--- config.mk ---
export PLATFORM = sky130hd
export DESIGN_NAME = ahb_lsu_master
export DESIGN_NICKNAME = d
export VERILOG_FILES = /design/src/rtl/ahb_lsu_master.sv
export SDC_FILE = /design/constraint.sdc
export NUM_CORES = 1
export LEC_CHECK = 0
export ABC_CLOCK_PERIOD_IN_PS = 4250
export CAP_MARGIN = 20
export CORE_AREA = 2 2 130 132
export CTS_CLUSTER_DIAMETER = 80
export DETAILED_ROUTE_END_ITERATION = 12
export DIE_AREA = 0 0 132 134
export PLACE_DENSITY = 0.84
export SETUP_SLACK_MARGIN = 0.3
export SYNTH_ARGS = -nofsm -noshare
export SYNTH_HDL_FRONTEND = slang
export SYNTH_SLANG_ARGS = --single-unit
--- constraint.sdc ---
create_clock -name clk -period 4.25 [get_ports clk]
set_clock_uncertainty 0.15 [all_clocks]
set_input_delay 0.85 -clock clk [delete_from_list [all_inputs] [get_ports clk]]
set_output_delay 0.85 -clock clk [all_outputs]
set_load 0.02 [all_outputs]
--- src/rtl/ahb_lsu_master.sv ---
// AHB-Lite master for single core load/store transfers.
// Decodes slaves, tracks wait states, extends load data and traps errors.
module ahb_lsu_master #(
    parameter int                        NUM_SLAVES = 2,
    parameter logic [32*NUM_SLAVES-1:0]  SLV_BASE   = {32'hB000_0000, 32'hA000_0000},
    parameter logic [32*NUM_SLAVES-1:0]  SLV_MASK   = {32'hF000_0000, 32'hF000_0000},
    parameter int                        TIMEOUT    = 16
) (
    input  logic                         clk,
    input  logic                         reset,
    input  logic                         req_valid,
    output logic                         req_ready,
    input  logic                         req_write,
    input  logic [2:0]                   req_func3,
    input  logic [31:0]                  req_addr,
    input  logic [31:0]                  req_wdata,
    output logic                         rsp_valid,
    output logic [31:0]                  rsp_rdata,
    output logic                         rsp_err,
    output logic [31:0]                  haddr,
    output logic [1:0]                   htrans,
    output logic                         hwrite,
    output logic [2:0]                   hsize,
    output logic [31:0]                  hwdata,
    output logic [NUM_SLAVES-1:0]        hsel,
    input  logic [32*NUM_SLAVES-1:0]     hrdata_s,
    input  logic [NUM_SLAVES-1:0]        hreadyout_s,
    input  logic [NUM_SLAVES-1:0]        hresp_s
);

    localparam int SW = (NUM_SLAVES > 1) ? $clog2(NUM_SLAVES) : 1;
    localparam int CW = $clog2(TIMEOUT + 1);

    typedef enum logic [1:0] {IDLE, ADDR, DATA, RESP} state_t;

    state_t          state_q, state_d;
    logic            wr_q;
    logic [2:0]      f3_q;
    logic [31:0]     addr_q;
    logic [31:0]     wdata_q;
    logic [SW-1:0]   sel_q;
    logic [CW-1:0]   cnt_q;
    logic [31:0]     rdata_q;
    logic            err_q;

    logic            hit;
    logic [SW-1:0]   hit_idx;
    logic            f3_ok;
    logic            misal;
    logic            chk_ok;
    logic            s_ready;
    logic            s_resp;
    logic [31:0]     s_rdata;
    logic            timeout;
    logic [31:0]     rd_arr [NUM_SLAVES];

    for (genvar g = 0; g < NUM_SLAVES; g++) begin : g_rd
        assign rd_arr[g] = hrdata_s[32*g +: 32];
    end

    assign s_ready = hreadyout_s[sel_q];
    assign s_resp  = hresp_s[sel_q];
    assign s_rdata = rd_arr[sel_q];
    assign timeout = !s_ready && (cnt_q == CW'(TIMEOUT - 1));

    function automatic logic [31:0] load_ext(
        input logic [2:0]  f3,
        input logic [1:0]  lane,
        input logic [31:0] w
    );
        logic [7:0]  b;
        logic [15:0] h;
        b = 8'(w >> {lane, 3'b000});
        h = lane[1] ? w[31:16] : w[15:0];
        case (f3)
            3'b000:  load_ext = {{24{b[7]}}, b};
            3'b001:  load_ext = {{16{h[15]}}, h};
            3'b010:  load_ext = w;
            3'b100:  load_ext = {24'h0, b};
            3'b101:  load_ext = {16'h0, h};
            default: load_ext = '0;
        endcase
    endfunction

    function automatic logic [31:0] store_lanes(
        input logic [1:0]  sz,
        input logic [31:0] w
    );
        case (sz)
            2'b00:   store_lanes = {4{w[7:0]}};
            2'b01:   store_lanes = {2{w[15:0]}};
            default: store_lanes = w;
        endcase
    endfunction

    // Iterate downwards so the lowest matching index is the one that sticks.
    always_comb begin
        hit     = 1'b0;
        hit_idx = '0;
        for (int i = NUM_SLAVES - 1; i >= 0; i--) begin
            if ((req_addr & SLV_MASK[32*i +: 32]) == SLV_BASE[32*i +: 32]) begin
                hit     = 1'b1;
                hit_idx = SW'(i);
            end
        end
    end

    always_comb begin
        if (req_write)
            f3_ok = req_func3 inside {3'b000, 3'b001, 3'b010};
        else
            f3_ok = req_func3 inside {3'b000, 3'b001, 3'b010, 3'b100, 3'b101};
        misal  = ((req_func3[1:0] == 2'b01) && req_addr[0]) ||
                 ((req_func3[1:0] == 2'b10) && (req_addr[1:0] != 2'b00));
        chk_ok = hit && f3_ok && !misal;
    end

    always_comb begin
        state_d   = state_q;
        req_ready = 1'b0;
        rsp_valid = 1'b0;
        htrans    = 2'b00;
        haddr     = '0;
        hwrite    = 1'b0;
        hsize     = '0;
        hwdata    = '0;
        hsel      = '0;
        unique case (state_q)
            IDLE: begin
                req_ready = 1'b1;
                if (req_valid)
                    state_d = chk_ok ? ADDR : RESP;
            end
            ADDR: begin
                htrans       = 2'b10;
                haddr        = addr_q;
                hwrite       = wr_q;
                hsize        = {1'b0, f3_q[1:0]};
                hsel[sel_q]  = 1'b1;
                state_d      = DATA;
            end
            DATA: begin
                haddr        = addr_q;
                hsel[sel_q]  = 1'b1;
                if (wr_q)
                    hwdata = store_lanes(f3_q[1:0], wdata_q);
                if (s_ready || timeout)
                    state_d = RESP;
            end
            RESP: begin
                rsp_valid = 1'b1;
                state_d   = IDLE;
            end
            default: state_d = IDLE;
        endcase
    end

    assign rsp_rdata = rdata_q;
    assign rsp_err   = err_q;

    always_ff @(posedge clk or posedge reset) begin
        if (reset) begin
            state_q <= IDLE;
            wr_q    <= 1'b0;
            f3_q    <= '0;
            addr_q  <= '0;
            wdata_q <= '0;
            sel_q   <= '0;
            cnt_q   <= '0;
            rdata_q <= '0;
            err_q   <= 1'b0;
        end else begin
            state_q <= state_d;
            unique case (state_q)
                IDLE: begin
                    if (req_valid) begin
                        wr_q    <= req_write;
                        f3_q    <= req_func3;
                        addr_q  <= req_addr;
                        wdata_q <= req_wdata;
                        sel_q   <= hit_idx;
                        if (!chk_ok) begin
                            rdata_q <= '0;
                            err_q   <= 1'b1;
                        end
                    end
                end
                DATA: begin
                    if (s_ready) begin
                        err_q   <= s_resp;
                        rdata_q <= (wr_q || s_resp) ? '0
                                 : load_ext(f3_q, addr_q[1:0], s_rdata);
                        cnt_q   <= '0;
                    end else if (timeout) begin
                        err_q   <= 1'b1;
                        rdata_q <= '0;
                        cnt_q   <= '0;
                    end else begin
                        cnt_q   <= cnt_q + CW'(1);
                    end
                end
                default: cnt_q <= '0;
            endcase
        end
    end

endmodule

==> metrics <==
DRT Wirelength=between 20,000 and 25,000 um; Final ANT Viol Nets=0; area growth from synthesis to layout=44.55%; Top Family by Delay on Critical Path=buffers and inverters; cell breakdown of the critical path=inv_1 -> ha_1 -> buf_4 -> and2_1 -> clkdlybuf4s50_1; CP Buf/Inv Count=3; mux cell area share after synthesis=a little over a quarter; vias in the first global route=just under 6,000; drt via density=~5.3; Simple-Gate Fraction of Synth Area=between 10% and 20%; initial core utilization=~40%; initial antenna violation count=0; Gate Count Post-Synth=624; CP max FO=22; CP max stage delay=0.68 ns; clock sink count=~110; largest family of logic cells by synthesized area=multiplexers; worst r2r path cells=7; Hold Path Class=reg -> reg; Worst-path clk slew=0.08 ns; first-pass GRT wire length=roughly 33,000 um; commonest non-fill, non-tap cell in the layout=clkdlybuf4s50_1; most frequent cells in the layout=clkdlybuf4s50_1, dfrtp_1, mux2_2; power per cell area=~690 nW/um^2; post-synthesis adder-cell area fraction=0.9714%; Hold Vio Cnt, Final=0; post-synthesis sequential area ratio=42.35%; 1st-iter DRT viols=237; Worst EP arrival=between 2 and 3 ns; H-tree levels=3; DRT Pass-1 Iters=5; Nets=around 980; port buffer count=between 200 and 250; leakage=between 3 and 4 nW; MaxCap Viol Count=0; Util after Layout=a little under three fifths; DRC errors left=0; Worst EP required=between 3 and 4 ns; post-synth cell types=~50; layout cell share with drive strength beyond 1=roughly 16%; Period minus WS final=~3.5 ns; die height=~130 um; r2r setup slk=1.42 ns; run status=completed; flops & latches, synth=between 100 and 150; maximum VDD drop=between 0.0005 and 0.0006 V; Worst Tran Pin Value=0.8730 ns; Max transition margin=about 42%; Worst setup SP type=register; final setup TNS=0 ns; end of the critical path=haddr[20]; Hold WS=0.3208 ns; worst setup path category=reg -> out; Synth Area in Compound Gates=between 10% and 20%; CTS Buf Count=9; GRT overflow=0; worst skew pair latency=roughly 0.35 ns; GRT Total Usage=between 20% and 30%; final setup fails=0; r2r endpoint=rsp_err$_DFFE_PP0P_; CP Depth=5; ANT cells=0; die area=around 18,000 sq um; largest net degree at the start of global routing=65; Post-CTS Setup Bufs=0; warnings from Yosys=0; Critical Path Start=state_q[1]$_DFFE_PP0P_; std cell rows=47; core footprint=around 16,000 sq um; detailed-placement wirelength estimate=roughly 16,000 um; reg2reg start=state_q[0]$_DFFE_PP0P_; Placer Congestion=between 0.8 and 0.9; hold-fix buffers at CTS=0; Crit. End Element=output port; Max Buffers Root-to-Sink=2; routed via count=~5,700; Post-synth ARST share=between 90% and 100%; RSZ-0062 raised after global routing=no; Final period util=roughly 83%; number of flops mapped to enable cells by yosys=0; synthesized area=around 6400 sq um; Main synth FF type=dfrtp_1; routed len/inst=19.73 um; TritonCTS clock tree=yes; clk root buf=clkbuf_16; Die X=132 um; Mean Syn Cell Area=10.32 sq um; slowest CP cell=ha_1; Final Max Tran Viols=0; Post-Synth XOR/XNOR Area=0%; Fmax=around 280 MHz; Top Ports=around 250; post-CTS sizing=0
==> sequential cells by signal, indices dropped and copies added (netlist names) <==
name       flops
wdata_q       32
cnt_q          5
sel_q          1
wr_q           1
rsp_rdata     32
rsp_err        1
f3_q           3
state_q        2
addr_q        32
==> worst register-to-register path, delay by kind of cell (launching register included) <==
kind,cells,cell delay (ns)
compound gates,2,0.37
fa+ha+maj,1,0.60
buf+inv,2,0.48
flops,1,0.41
mux,1,0.38
simple gates,1,0.33
==> power by group <==
group / internal (mW) / switching (mW)
registers: 1.41 / 0.327
logic: 1.79 / 1.97
clock network: 0.468 / 0.416
==> metrics by stage <==
| stage | worst slack [ns] | cell area, sq um | total power [mW] | cells |
|---|---|---|---|---|
| 6_report | 0.7139 | 9309 | 6.385 | 1065 |
| 5_1_grt | 0.5402 | 9309 | 6.766 | 1065 |
| 4_1_cts | 0.6982 | 9309 | 6.420 | 1065 |
| 3_3_place_gp | 1.172 | 9004 | 5.438 | 1049 |
| 2_1_floorplan | 0.3761 | 6444 | 4.097 | 625 |
| 3_5_place_dp | 1.099 | 9004 | 5.503 | 1049 |
==> Yosys cell counts (all sizes together) (4+ instances only) <==
library cell / number / area, sq um
a21oi: 19 / 95.09
and2: 35 / 219.0
nor2: 64 / 240.2
o21ai: 30 / 150.1
a22o: 15 / 131.4
dfrtp: 109 / 2728
a31oi: 4 / 31.28
mux2: 90 / 1013
mux2i: 67 / 670.6
and3: 9 / 56.30
buf: 33 / 193.9
ha: 5 / 62.56
nand2: 58 / 217.7
nand3: 11 / 60.06
clkbuf: 16 / 60.06
o211ai: 7 / 82.58
nand2b: 5 / 38.78
o22ai: 8 / 50.05
o221ai: 8 / 70.07
inv: 8 / 30.03
==> kinds of logic after synthesis <==
logic type / Yosys count
AOI/OAI and AO/OA: 100
adders and majority gates: 5
buffers and inverters: 57
DFF: 109
muxes: 158
other: 1
and+or+nand+nor: 194
==> worst min-delay path by stage <==
stage / slack [ns] / endpoint / start / cells past startpoint
after floorplan: 0.29 / addr_q[28]$_DFFE_PP0P_ / addr_q[28]$_DFFE_PP0P_ / 2
after global placement: 0.30 / addr_q[28]$_DFFE_PP0P_ / addr_q[28]$_DFFE_PP0P_ / 2
after detailed placement: 0.31 / addr_q[28]$_DFFE_PP0P_ / addr_q[28]$_DFFE_PP0P_ / 2
after CTS: 0.32 / addr_q[28]$_DFFE_PP0P_ / addr_q[28]$_DFFE_PP0P_ / 2
after global routing: 0.35 / addr_q[28]$_DFFE_PP0P_ / addr_q[28]$_DFFE_PP0P_ / 2
final: 0.32 / addr_q[28]$_DFFE_PP0P_ / addr_q[28]$_DFFE_PP0P_ / 2
==> area by class of cell <==
type,instances,area (sq um)
clock inverter,7,80.08
timing repair buffer,253,2532
inverter,8,32.53
sequential,109,2729
clock buffer,9,225.2
tap,220,275.3
multi-input combinational,459,3435
fill,1430,6980
==> layer usage <==
metal	global-route usage (%)	part of all wire [%]	routed length [um]
met1	30.07	42	8892
met3	7.370	9.0	1887
met4	7.609	2.2	458
met2	38.69	47	9776
met5	0	0	0
Note: power is estimated with default switching activity, not from simulation.
